--- config.mk ---
export PLATFORM = sky130hd
export DESIGN_NAME = rf_ctx_ctrl
export DESIGN_NICKNAME = d
export VERILOG_FILES = /design/src/rtl/rf_ctx_ctrl.sv
export SDC_FILE = /design/constraint.sdc
export NUM_CORES = 1
export LEC_CHECK = 0
export ABC_AREA = 1
export BUFFER_PORTS_ARGS = -buffer_cell sky130_fd_sc_hd__buf_4
export CAP_MARGIN = 30
export CORE_MARGIN = 2
export CORE_UTILIZATION = 60
export DETAILED_ROUTE_END_ITERATION = 12
export GPL_ROUTABILITY_DRIVEN = 0
export GPL_TIMING_DRIVEN = 0
export PLACE_DENSITY_LB_ADDON = 0.12
export SLEW_MARGIN = 20
export SYNTH_ARGS = -nofsm -noshare
export SYNTH_HDL_FRONTEND = slang
export SYNTH_SLANG_ARGS = --single-unit
--- constraint.sdc ---
create_clock -name clk -period 2.2 [get_ports clk]
set_input_delay 0.44 -clock clk [delete_from_list [all_inputs] [get_ports clk]]
set_output_delay 0.44 -clock clk [all_outputs]
set_load 0.02 [all_outputs]
--- src/rtl/rf_ctx_ctrl.sv ---
// Call/return context sequencer: owns the register-stack pointer and return-PC stack.
// Latency: CALL ack@0, push@1, idle@2; RET ack@0, pop@1, ret_valid@2, idle@3.
// Backpressure: requests are sampled only in IDLE; ctx_busy high means requests are ignored.
module rf_ctx_ctrl #(
    parameter int PC_WIDTH = 5,
    parameter int DEPTH    = 8
) (
    input  logic                clk,
    input  logic                rst_n,
    input  logic                ctx_call_req,
    input  logic                ctx_ret_req,
    input  logic [PC_WIDTH-1:0] ctx_ret_pc_in,
    input  logic                ctx_err_clr,
    output logic                ctx_ack,
    output logic                ctx_busy,
    output logic [PC_WIDTH-1:0] ctx_ret_pc_out,
    output logic                ctx_ret_valid,
    output logic                rf_stack_push,
    output logic                rf_stack_pop,
    output logic [PC_WIDTH-1:0] rf_stack_pointer,
    output logic                rf_we_inhibit,
    output logic                ctx_err_ovf,
    output logic                ctx_err_unf
);

    typedef enum logic [1:0] {
        IDLE      = 2'd0,
        CALL_PUSH = 2'd1,
        RET_POP   = 2'd2,
        RET_DEC   = 2'd3
    } state_t;

    localparam logic [PC_WIDTH-1:0] SP_FULL  = PC_WIDTH'(DEPTH);
    localparam logic [PC_WIDTH-1:0] SP_ONE   = PC_WIDTH'(1);
    localparam logic [PC_WIDTH-1:0] SP_EMPTY = '0;
    // Sized to the full pointer range so any sp value indexes it directly; slot 0 is never used.
    localparam int SLOTS = 2 ** PC_WIDTH;

    state_t              state;
    state_t              state_nxt;
    logic [PC_WIDTH-1:0] sp;
    logic [PC_WIDTH-1:0] pcstk [SLOTS];

    // Decoded request outcomes, only meaningful in IDLE.
    logic call_ok;
    logic call_ovf;
    logic ret_ok;
    logic ret_unf;

    assign rf_stack_pointer = sp;

    // State register.
    always_ff @(posedge clk or negedge rst_n) begin
        if (!rst_n) begin
            state <= IDLE;
        end else begin
            state <= state_nxt;
        end
    end

    // Next-state logic; call wins over ret when both are requested.
    always_comb begin
        state_nxt = state;
        case (state)
            IDLE: begin
                if (call_ok) begin
                    state_nxt = CALL_PUSH;
                end else if (ret_ok) begin
                    state_nxt = RET_POP;
                end
            end
            CALL_PUSH: state_nxt = IDLE;
            RET_POP:   state_nxt = RET_DEC;
            RET_DEC:   state_nxt = IDLE;
            default:   state_nxt = IDLE;
        endcase
    end

    // Combinational outputs and request classification decoded from state and inputs.
    always_comb begin
        ctx_busy      = (state != IDLE);
        rf_we_inhibit = (state == CALL_PUSH) || (state == RET_POP);
        ctx_ack       = (state == IDLE) && (ctx_call_req || ctx_ret_req);
        call_ok       = (state == IDLE) && ctx_call_req && (sp < SP_FULL);
        call_ovf      = (state == IDLE) && ctx_call_req && (sp >= SP_FULL);
        ret_ok        = (state == IDLE) && !ctx_call_req && ctx_ret_req && (sp != SP_EMPTY);
        ret_unf       = (state == IDLE) && !ctx_call_req && ctx_ret_req && (sp == SP_EMPTY);
    end

    // Registered pulses, stack pointer, popped PC and sticky error flags.
    always_ff @(posedge clk or negedge rst_n) begin
        if (!rst_n) begin
            sp             <= '0;
            rf_stack_push  <= 1'b0;
            rf_stack_pop   <= 1'b0;
            ctx_ret_valid  <= 1'b0;
            ctx_ret_pc_out <= '0;
            ctx_err_ovf    <= 1'b0;
            ctx_err_unf    <= 1'b0;
        end else begin
            rf_stack_push <= call_ok;
            rf_stack_pop  <= ret_ok;
            ctx_ret_valid <= (state == RET_POP);
            if (call_ok) begin
                sp <= sp + SP_ONE;
            end else if (state == RET_DEC) begin
                sp <= sp - SP_ONE;
            end
            if (state == RET_POP) begin
                ctx_ret_pc_out <= pcstk[sp];
            end
            // A new error in the same cycle as a clear keeps the flag set.
            if (call_ovf) begin
                ctx_err_ovf <= 1'b1;
            end else if (ctx_err_clr) begin
                ctx_err_ovf <= 1'b0;
            end
            if (ret_unf) begin
                ctx_err_unf <= 1'b1;
            end else if (ctx_err_clr) begin
                ctx_err_unf <= 1'b0;
            end
        end
    end

    // Return-PC storage; contents are don't-care after reset so no reset is applied.
    always_ff @(posedge clk) begin
        if (call_ok) begin
            pcstk[sp + SP_ONE] <= ctx_ret_pc_in;
        end
    end

endmodule

Word-level counts from Yosys, hierarchy flattened
Memory sizes are Yosys's and may differ from the RTL's. A register that Yosys moved wholly into a read port is not among the register bits.
Index checks and enable logic that the tools add are counted.
{"block": "totals", "n_memories": 1, "regBits": 12, "ram_bits": 160, "elab_cells": 46, "in_bits": 10, "output_inout_bits": 18}
{"name": "pcstk", "words": 32, "width": 5, "read_ports": 1, "rd_ports_with_merged_regs": 1, "wr": 1, "line_no": "42", "text": "logic [PC_WIDTH-1:0] pcstk [SLOTS];"}
{"block": "classes", "addsub": 2, "n_lt_le_gt_ge": 2, "reduce_logical": 20, "n_mux": 10, "n_eq_ne": 4}
{"op": "$mux 5", "n": 2}
{"op": "$logic_and 1x1->1", "n": 8}
{"op": "$reduce_bool 2->1", "n": 4}
{"op": "$pmux 2 s3", "n": 1}
{"op": "$add 5x1->5 const B", "n": 1}
{"op": "$ge 5x4->1 const B", "n": 1}
{"op": "$logic_not 5->1", "n": 1}
{"op": "$lt 5x4->1 const B", "n": 1}
{"op": "$mux 1", "n": 5}
{"op": "$reduce_bool 5->1", "n": 1}
{"op": "$sub 5x1->5 const B", "n": 1}
{"op": "$eq 2x2->1 const B", "n": 2}
{"op": "$mux 2", "n": 2}
{"op": "$ne 3x3->1 const B", "n": 1}
{"op": "$eq 2x1->1 const B", "n": 1}
{"op": "$logic_not 1->1", "n": 2}
{"op": "$logic_not 2->1", "n": 1}
{"op": "$logic_or 1x1->1", "n": 2}
{"op": "$reduce_or 2->1", "n": 1}

Depth between registers and ports, before layout
Gate-level depths: netlist of the first run.
{"block": "logic_depth", "depth_word": 7, "depth_mapped": 11, "mapped_depth_nobuf": 9}

Worst setup path before layout of the first run
OpenSTA, ideal clock, no wires.
{"block": "synth_path", "path_kind": "register to register", "from": "reg sp[0], in the netlist rf_stack_pointer[0]", "to": "mem pcstk[0][0], enable pin", "path_slack_ns": 0.305, "required_ns": 1.860, "arrival_time_ns": 1.556, "synth_period_minus_slack_ns": 1.895, "path_stages_with_launch": 7, "path_buffers": 2, "setup_time_ns": 0.340, "path_cell_list": "dfrtp_1 > buf_6 > buf_4 > nand3_2 > xor2_1 > nand3_1 > nor2_1"}
{"block": "synth_between", "elab_chain_len": 4, "elab_cells_between_ends": 5, "classes_between": "add/sub: 1; order compare: 1; mux: 2; reduce/logical: 1"}
{"element": "start: declaration", "line_no": "41", "text": "logic [PC_WIDTH-1:0] sp;"}
{"element": "start signal: assignment", "line_no": "105", "text": "sp <= sp + SP_ONE;"}
{"element": "start signal: assignment", "line_no": "107", "text": "sp <= sp - SP_ONE;"}
{"element": "$lt 5x4->1", "line_no": "84", "text": "call_ok = (state == IDLE) && ctx_call_req && (sp < SP_FULL);"}
{"element": "$logic_and 1x1->1", "line_no": "84"}
{"element": "$mux 1", "line_no": "128", "text": "if (call_ok) begin"}
{"element": "$mux 1 (implied by the code)", "line_no": "129", "text": "pcstk[sp + SP_ONE] <= ctx_ret_pc_in;"}
{"element": "end: declaration", "line_no": "42"}
Several ways; a longest one is shown, not always the timed one.

Final worst setup path of the first run
{"block": "layout_path", "from": "reg sp[0], in the netlist rf_stack_pointer[0]", "to": "mem pcstk[12][3], enable pin"}
The elaborated chain is that of the path after synthesis.

==> metrics, run 1 <==
Critical R2R Launch=rf_stack_pointer[0]$_DFFE_PN0P_; CTS Buffer Depth=2; die area=13900 um2; CP Max Fanout=10; overall global routing resource usage=26.9%; hold-critical path endpoint=ctx_err_unf$_DFFE_PN0P_; post-place setup slack=-0.104 ns; Mapped Cells=approximately 750; Max H-tree Level=4; final worst-path cycle share=102%; Buf+Inv Stages, Crit Path=3; clock power share=26.1%; vias per cell=between 5 and 6; CP arrival=around 2.3 ns; critical path required time=2.29 ns; post-synthesis sequential area ratio=67.0%; antenna violations before repair=0; number of CTS-inserted buffers=17; largest net degree at the start of global routing=33; Slew @ Worst Pin=roughly 0.7 ns; root buffer cell=clkbuf_16; min cycle time layout=between 2 and 2.5 ns; final slew viol count=0; CP cell instances=buf_6 > buf_4 > nand3_2 > xor2_1 > inv_1 > nand3_1 > nor2_2; CTS Sinks=177; Setup Viol. Count Final=15; FP Rows=41; status=complete, but fails checks; Crit path max-delay family=simple AND/OR/NAND/NOR gates; first-pass GRT wire length=27900 um; clock skew=0.0142 ns; crit start category=register; clock-pin slew on the worst setup and hold paths=approximately 0.07 ns; crit end category=register; worst vdd ir=0.000872 V; vias in the first global route=5389; reg2reg end=pcstk[12][3]$_DFFE_PP_; DR DRC count=0; Area growth syn-to-layout=17.6%; die width=118 um; Buffers on Ports=27; Hold Crit Class=input pin to register; Mapped Area=7800 um2; Worst R2R Path Depth=7; share of cells above drive strength 1=14.3%; Hold Path Cell Cnt=2; RSZ-0062 raised after global routing=yes; Cell Pwr Density=1240 nW/um2; Core ar.=12700 um2; via count=5498; number of synthesis warnings=0; Starting Density=61.6%; I/O pin count=28; slowest CP cell=dfrtp_2; Switching Share=37.8%; internal power=between 7 and 8 mW; placed insts=1024; CP peak stage delay=0.44 ns; CTS tree=done; GR Overflow Total=0; most frequent cells in the layout=191 x nand2_1, 160 x edfxtp_1, 132 x nand3_1; Final Worst Setup Slack=-0.0350 ns; Routed WL=17800 um; max frequency=around 450 MHz; Yosys reg bits=177; min-delay src=ctx_err_clr; Routed Antenna Nets=0; ANT cells=0; Final Hold Vio Count=0; First-pass DRT Iterations=5; DRT iter0 DRCs=520; Synth cell types=27; post-place instance area=8520 um2; relative slew slack=53.1%; WS Path Type=register to register; Comb pwr share=a little under two fifths; leading cell type in the layout, fill and taps excluded=nand2_1; Leakage=4.06 nW; Psw=4.30 mW; failing checks=negative setup slack; sequential share of power=36.5%; Syn Area/Cell=10.5 um2; drt wl/cell=about 17 um; final instance area=approximately 9000 um2; die height=118 um; Max-Cap Viols=0; Non-Filler Instances=1056; Core Util, Final=~72%; R2R setup slack=-0.03 ns; Layout Nets=889; Worst-Skew Late Latency=0.43 ns; HPWL Detailed=11800 um
[synth_stat cells]
cell,number,share of area [%]
a21oi_1,3,0.19
buf_6,4,0.58
o21ai_1,2,0.13
buf_1,3,0.14
or2_2,19,1.5
o31ai_1,1,0.096
xor2_1,5,0.56
nand3_1,132,8.5
o311ai_1,1,0.11
clkbuf_1,4,0.19
buf_2,20,1.3
o211ai_1,6,0.58
edfxtp_1,160,62
nand3_2,1,0.13
o21ai_0,5,0.32
nor3_1,1,0.064
conb_1,1,0.048
inv_1,117,5.6
buf_4,4,0.38
o221ai_1,1,0.11
nor2_1,36,1.7
inv_4,1,0.080
inv_2,2,0.096
ha_1,8,1.3
o22ai_1,1,0.080
nand2_1,191,9.2
dfrtp_1,17,5.5
[power by group through the flow]
stage          Sequential [mW]  Combinational [mW]  Clock, mW
2_1_floorplan             4.32                2.59          0
3_3_place_gp              4.21                3.98          0
3_5_place_dp              4.22                4.06          0
4_1_cts                   4.15                4.10       3.01
5_1_grt                   4.18                4.63       3.13
6_report                  4.15                4.25       2.96
[worst max-delay path by stage]
stage / from / to / slack [ns] / cells past startpoint
5_1_grt: rf_stack_pointer[0]$_DFFE_PN0P_ / pcstk[5][4]$_DFFE_PP_ / -0.15 / 6
6_report: rf_stack_pointer[0]$_DFFE_PN0P_ / pcstk[12][3]$_DFFE_PP_ / -0.03 / 7
3_3_place_gp: rf_stack_pointer[3]$_DFFE_PN0P_ / pcstk[14][3]$_DFFE_PP_ / -0.04 / 5
4_1_cts: rf_stack_pointer[1]$_DFFE_PN0P_ / pcstk[13][4]$_DFFE_PP_ / -0.13 / 6
3_5_place_dp: rf_stack_pointer[0]$_DFFE_PN0P_ / pcstk[14][3]$_DFFE_PP_ / -0.10 / 7
2_1_floorplan: rf_stack_pointer[0]$_DFFE_PN0P_ / pcstk[0][0]$_DFFE_PP_ / 0.30 / 6
[state kept, by name, summed over array words and instances (netlist names)]
signal and flops:
pcstk 160, ctx_ret_pc_out 5, rf_stack_pointer 5, state 2, ctx_err_ovf 1, ctx_err_unf 1, ctx_ret_valid 1, rf_stack_pop 1
rf_stack_push 1
[timing repair]
action,in CTS,in global routing
setup buffers,0,0
gates cloned,0,0
pin swaps,0,1
resized for setup,2,21
setup endpoints to repair,50,82
endpoints found under the hold margin,17,0
hold buffers,1,0
[layout make-up]
class | instances | area (um2)
fillers | 920 | 3490
inverters | 120 | 453
flip-flops and latches | 177 | 5230
well taps | 172 | 215
multi-input cells | 493 | 2280
repair buffers | 28 | 213
plain buffers | 34 | 196
clock inverters | 12 | 133
clock buffers | 20 | 457
[through the flow]
stage                     setup TNS, ns  hold slack, ns  total power [mW]
after floorplan                       0           0.144              6.91
after detailed placement          -2.80           0.326              8.28
after CTS                         -3.70           0.199              11.3
after global placement           -0.386           0.323              8.19
after global routing              -3.55           0.209              11.9
final                            -0.477           0.220              11.4
[metal layers]
| metal | GRT usage [%] | vias to the layer above | routed length [um] | share of wire (%) |
|---|---|---|---|---|
| met5 | 0 | - | 0 | 0 |
| met1 | 34.2 | 2582 | 6970 | 39 |
| met4 | 10.6 | 0 | 476 | 2.7 |
| met3 | 6.93 | 35 | 1580 | 8.9 |
| met2 | 44.6 | 270 | 8720 | 49 |
| li1 | - | 2611 | - | - |
[kinds of logic (layout without fill, tap and decap cells)]
family	count (synthesis)	after routing	share of synthesized area, %
adder cells (fa/ha/maj)	8	8	1.28
flip-flops	177	177	67.0
AND/OR/NAND/NOR	380	380	21.1
other	1	80	0.0480
AO/OA/AOI/OAI	20	20	1.62
XOR/XNOR	5	5	0.561
buffers and inverters	155	214	8.38
No activity file was read; power rests on OpenSTA's default activity.
==> run 2, diff against run 1 <==
--- a/config.mk
+++ b/config.mk
@@ -9,4 +9,5 @@
 export BUFFER_PORTS_ARGS = -buffer_cell sky130_fd_sc_hd__buf_4
 export CAP_MARGIN = 30
+export CORE_ASPECT_RATIO = 0.75
 export CORE_MARGIN = 2
 export CORE_UTILIZATION = 60
==> constraint.sdc (replaced) <==
create_clock -name clk -period 2.2 [get_ports clk]
set_input_delay 0.11 -clock clk [delete_from_list [all_inputs] [get_ports clk]]
set_output_delay 0.11 -clock clk [all_outputs]
set_load 0.02 [all_outputs]
==> run 2 against run 1 <==
  * The run now ends clean
  * Flip-flop and latch count stayed put
  * Power up 3.4%
  * Critical path depth unchanged
  * Routed wire length increased by 5.9%
  * Hold slack got worse by 0.17 ns
  * Global-route usage up 1.2 points
  * Die area is essentially flat
==> metrics, run 2 (synthesis results as in run 1) <==
via count=5651 (+2.8%); DR DRC count=0 (unchanged); Max H-tree Level=4 (unchanged); Buffers on Ports=27 (unchanged); status=finished clean; die width=136 um (+15%); first-pass GRT wire length=28000 um (+0.25%); crit end category=register; CP peak stage delay=0.46 ns (+0.02 ns); most frequent cell on the critical path=nand3_2; Layout Nets=892 (+0.34%); total power=11.8 mW (+3.4%); critical path required time=2.32 ns (+0.03 ns); final slew viol count=0 (unchanged); die height=103 um (-13%); overall global routing resource usage=28.2% (+1.2 points); max frequency=455 MHz (+1.8%); largest net degree at the start of global routing=33 (unchanged); CP Max Fanout=10 (unchanged); clock-pin slew on the worst setup and hold paths=0.07 ns (about the same); root buffer cell=clkbuf_16; antenna violations before repair=0 (unchanged); slowest CP cell=dfrtp_2; worst vdd ir=0.000908 V (+4.1%); vias in the first global route=5126 (-4.9%); post-place setup slack=-0.139 ns (-0.0352 ns); relative slew slack=53.0% (-0.13 points); Top reg by flops=pcstk; WS Path Type=register to register; Final Hold Vio Count=0 (unchanged); final worst-path cycle share=99.8% (-1.8 points); final instance area=9320 um2 (+1.5%); number of CTS-inserted buffers=17 (unchanged); setup bufs post-CTS=0 (unchanged); Starting Density=60.8% (-0.80 points); clock skew=0.00754 ns (-0.00665 ns); FP Rows=36 (-12%); drt wl/cell=17.8 um (+5.8%); First-pass DRT Iterations=5 (unchanged); I/O pin count=28 (unchanged); DRT iter0 DRCs=654 (+26%); leading cell type in the layout, fill and taps excluded=nand2_1; CTS Sinks=177 (unchanged); most frequent cells in the layout=187 x nand2_1, 160 x edfxtp_1, 128 x nand3_1; post-place instance area=8520 um2 (about the same); min cycle time layout=2.20 ns (-0.0391 ns); Cell Pwr Density=1260 nW/um2 (+1.9%); Hold Crit Class=input pin to register; vias per cell=5.35 (+2.7%); share of cells above drive strength 1=15.1% (+0.87 points); CP cell instances=buf_6 > buf_4 > nand3_2 > xor2_2 > inv_1 > nand3_2 > nor2_4; crit start category=register; Leakage=4.09 nW (+0.59%); Core ar.=12800 um2 (+1.3%); ANT cells=0 (unchanged); GR Overflow Total=0 (unchanged); Setup Viol. Count Final=0 (-15); HPWL Detailed=12000 um (+2.0%); Area growth syn-to-layout=19.4%; CTS tree=done; die area=13900 um2 (about the same); Max-Cap Viols=0 (unchanged); Slew @ Worst Pin=0.705 ns (+0.00196 ns); setup TNS=0 ns (+0.477 ns); Routed WL=18800 um (+5.9%); CTS Buffer Depth=2 (unchanged); CP arrival=2.31 ns (-0.02 ns); Worst-Skew Late Latency=0.43 ns (about the same); Largest register FFs=160 (unchanged); Final Worst Setup Slack=0.00411 ns (+0.0391 ns); Routed Antenna Nets=0 (unchanged)
[run 2: changes by cell type in the layout (fill, tap and decap cells not counted), moves of 3 or more]
cell,change
nand2_2,+4
nand2_1,-4
nand3_1,-4
nor2_2,-12
nand3_2,+3
nor2_4,+11
[run 2: through the flow]
| stage | util, % | hold slack (ns) | std cells |
|---|---|---|---|
| after global routing | 72.6 | 0.0969 | 1057 |
| after global placement | 66.4 | -0.0181 | 1023 |
| after floorplan | - | -0.186 | 825 |
| final | 72.6 | 0.0528 | 1057 |
| after CTS | 71.5 | 0.0381 | 1057 |
| after detailed placement | 66.4 | -0.0133 | 1023 |
[run 2: cell type report]
cell class	count	area, um2
buffer	35	204
clock buffer	19	433
clock inverter	12	159
fill	919	3520
inverter	120	453
multi-input combinational	493	2390
sequential	177	5230
tap	171	214
timing repair buffer	30	233
[run 2: worst max-delay path: cells and delay by family (launching register included)]
family                    cells  cell delay (ns)
and+or+nand+nor               3             0.69
buffers and inverters         3             0.51
DFF                           1             0.46
xor gates and xnor gates      1             0.21
[run 2: routing by layer]
| metal | GRT usage (%) | vias up | share of wire [%] |
|---|---|---|---|
| met3 | 8.60 | 43 | 13 |
| met2 | 41.0 | 340 | 44 |
| met5 | 0 | - | 0 |
| li1 | - | 2615 | - |
| met4 | 10.7 | 0 | 2.6 |
| met1 | 40.4 | 2653 | 41 |
[run 2: worst paths after layout]
path                                                  from                         endpoint  slack (ns)  cells after the start
min in group asynchronous                            rst_n          ctx_ret_valid$_DFF_PN0_        0.08                      2
max in group asynchronous                            rst_n  rf_stack_pointer[0]$_DFFE_PN0P_        1.92                      2
hold / removal                                 ctx_ret_req           rf_stack_pop$_DFF_PN0_        0.05                      5
setup / recovery           rf_stack_pointer[0]$_DFFE_PN0P_            pcstk[9][4]$_DFFE_PP_       0.004                      7
hold reg to reg              ctx_ret_pc_out[0]$_DFFE_PN0P_    ctx_ret_pc_out[0]$_DFFE_PN0P_        0.50                      2
setup reg to reg           rf_stack_pointer[0]$_DFFE_PN0P_            pcstk[9][4]$_DFFE_PP_       0.004                      7
[run 2: what timing repair did]
action	in CTS	in global routing
endpoints found under the hold margin	20	0
pin swaps	0	2
hold buffers	3	0
setup endpoints to repair	75	82
gates resized for setup	16	30
[run 2: power breakdown]
group,leakage (nW),switching [mW],internal [mW]
combinational,2.09,3.17,1.40
clock,0.279,1.25,1.79
sequential,1.72,0.164,4.00
==> run 3, diff against run 2 <==
CORE_UTILIZATION = 56   (was 60)
clock period = 1.8 ns   (was 2.2 ns; I/O delays follow)
==> run 3 against run 2 <==
  * The run now ends with design-rule violations, negative setup slack left
  * Clock-buffer cell count up 1
  * Non-clock buffer count increased by 9
  * Clock power up 28%
  * Clock skew grew 0.0019 ns
  * Utilization fell by 1.6 points
  * Flip-flop and latch count stayed put
  * Critical path type unchanged
==> metrics, run 3 (synthesis results as in run 1) <==
Hold Crit Class=input pin to register; CP cell instances=buf_6 > buf_8 > nand3_4 > xor2_4 > inv_2 > nand3_4 > nor2_4; DR DRC count=1 (+1); max frequency=532 MHz (+17%); share of cells above drive strength 1=19.1% (+4.0 points); worst vdd ir=0.00111 V (+23%); Met3 Wirelength=2000 um (-16%); WS Path Type=register to register; antenna violations before repair=0 (unchanged); Slew @ Worst Pin=0.577 ns (-0.128 ns); die width=140 um (+3.4%); largest net degree at the start of global routing=33 (unchanged); RSZ-0062 raised after global routing=yes; crit end category=register; clock skew=0.00944 ns (+0.00190 ns); Area growth syn-to-layout=24.2%; leading cell type in the layout, fill and taps excluded=nand2_1; Max-Cap Viols=0 (unchanged); routed length on met1=7880 um (+3.4%); total power=15.3 mW (+30%); vias per cell=5.29 (-1.1%); sequential share of power=33.6% (-1.8 points); I/O pin count=28 (unchanged); Final Worst Setup Slack=-0.0789 ns (-0.0830 ns); most frequent cells in the layout=186 x nand2_1, 160 x edfxtp_1, 120 x nand3_1; Buffers on Ports=27 (unchanged); Routed WL=19300 um (+2.9%); CTS tree=done; relative slew slack=61.5% (+8.5 points); crit start category=register; Setup Viol. Count Final=82 (+82); ANT cells=0 (unchanged); CTS Buffer Depth=2 (unchanged); Psw=5.93 mW (+29%); Top reg by flops=pcstk; Crit path max-delay family=simple AND/OR/NAND/NOR gates; first-pass GRT wire length=30100 um (+7.5%); die area=14900 um2 (+6.9%); final slew viol count=0 (unchanged); number of CTS-inserted buffers=17 (unchanged); Comb pwr share=41.0% (+2.2 points); status=complete, but fails checks; CP Max Fanout=6 (-4); Starting Density=57.2% (-3.6 points); root buffer cell=clkbuf_16; via count=5664 (+0.23%); drt wl/cell=18.1 um (+1.5%); Buf+Inv Stages, Crit Path=3 (unchanged); Largest register FFs=160 (unchanged); DRT iter0 DRCs=595 (-9.0%); Cell Pwr Density=1570 nW/um2 (+25%); slowest CP cell=dfrtp_2; min cycle time layout=1.88 ns (-0.317 ns); internal power=9.33 mW (+30%); critical path required time=1.93 ns (-0.39 ns); failing checks=design-rule violations, negative setup slack; Core ar.=13700 um2 (+6.4%); final worst-path cycle share=104% (+4.6 points); top sig layer=met4; vias in the first global route=5607 (+9.4%); clock-pin slew on the worst setup and hold paths=0.07 ns (about the same); Final Hold Vio Count=0 (unchanged); Switching Share=38.9% (-0.11 points); most frequent cell on the critical path=nand3_4; First-pass DRT Iterations=11 (+6); Core Util, Final=71.0% (-1.6 points); CP arrival=2.01 ns (-0.30 ns); HPWL Detailed=12100 um (+0.21%); CP peak stage delay=0.45 ns (about the same); met2 wire len=8900 um (+7.3%); FP Rows=37 (+2.8%); die height=106 um (+3.4%); Layout Nets=901 (+1.0%); Routed Antenna Nets=0 (unchanged); CTS Sinks=177 (unchanged); overall global routing resource usage=27.8% (-0.38 points); Max H-tree Level=4 (unchanged); clock power share=25.4% (-0.4 points); GR Overflow Total=0 (unchanged); Worst-Skew Late Latency=0.45 ns (+0.02 ns); Leakage=4.26 nW (+4.1%)
run 3: cell type report:
class / count / area (um2)
sequential: 177 / 5230
fill: 976 / 3960
multi-input combinational: 493 / 2570
clock buffer: 20 / 467
inverter: 120 / 460
timing repair buffer: 40 / 323
buffer: 34 / 267
tap: 175 / 219
clock inverter: 12 / 156
run 3: layer usage:
| metal | vias up | GRT usage (%) |
|---|---|---|
| met1 | 2694 | 37.0 |
| met3 | 50 | 7.79 |
| met4 | 0 | 12.0 |
| li1 | 2631 | - |
| met2 | 289 | 43.3 |
| met5 | - | 0 |
run 3: repair_timing:
action                                  4_1_cts  5_1_grt
cloned                                        0        0
setup buffers                                 9        0
endpoints found under the hold margin        20        0
hold buffers                                  4        0
endpoints found under the setup margin       89       90
resized for setup                            71       25
pin swaps                                    12       11
run 3: worst register-to-register path: cells and delay by family, from the launching register on:
kind,cells,cell delay (ns)
and+or+nand+nor,3,0.50
buffers and inverters,3,0.41
xor gates and xnor gates,1,0.20
DFF,1,0.45
run 3: path summary, 6_finish.rpt:
check | cells after the start | to | start | slack, ns
max reg2reg | 7 | pcstk[15][3]$_DFFE_PP_ | rf_stack_pointer[0]$_DFFE_PN0P_ | -0.08
min | 5 | rf_stack_pop$_DFF_PN0_ | ctx_ret_req | 0.03
min reg2reg | 2 | ctx_ret_pc_out[1]$_DFFE_PN0P_ | ctx_ret_pc_out[1]$_DFFE_PN0P_ | 0.50
min in group asynchronous | 2 | ctx_err_unf$_DFFE_PN0P_ | rst_n | 0.06
max | 7 | pcstk[15][3]$_DFFE_PP_ | rf_stack_pointer[0]$_DFFE_PN0P_ | -0.08
max in group asynchronous | 2 | rf_stack_pointer[0]$_DFFE_PN0P_ | rst_n | 1.51
run 3: power by group through the flow:
stage | combinational (mW) | sequential (mW) | clock [mW]
after floorplan | 3.23 | 5.28 | 0
after global placement | 5.00 | 5.15 | 0
after detailed placement | 5.08 | 5.17 | 0
after CTS | 5.94 | 5.10 | 3.90
after global routing | 6.75 | 5.15 | 4.05
final | 6.26 | 5.12 | 3.88
run 3: metrics by stage:
step / worst slack (ns) / instance area [um2] / cells / setup TNS (ns) / hold slack (ns)
2_1_floorplan: -0.0189 / 8140 / 825 / -0.723 / -0.206
3_3_place_gp: -0.347 / 8560 / 1027 / -24.16 / -0.0247
3_5_place_dp: -0.373 / 8560 / 1027 / -26.80 / -0.0200
4_1_cts: -0.0110 / 9630 / 1071 / -0.0684 / 0.0325
5_1_grt: -0.120 / 9700 / 1071 / -7.34 / 0.0610
6_report: -0.0789 / 9700 / 1071 / -3.31 / 0.0327
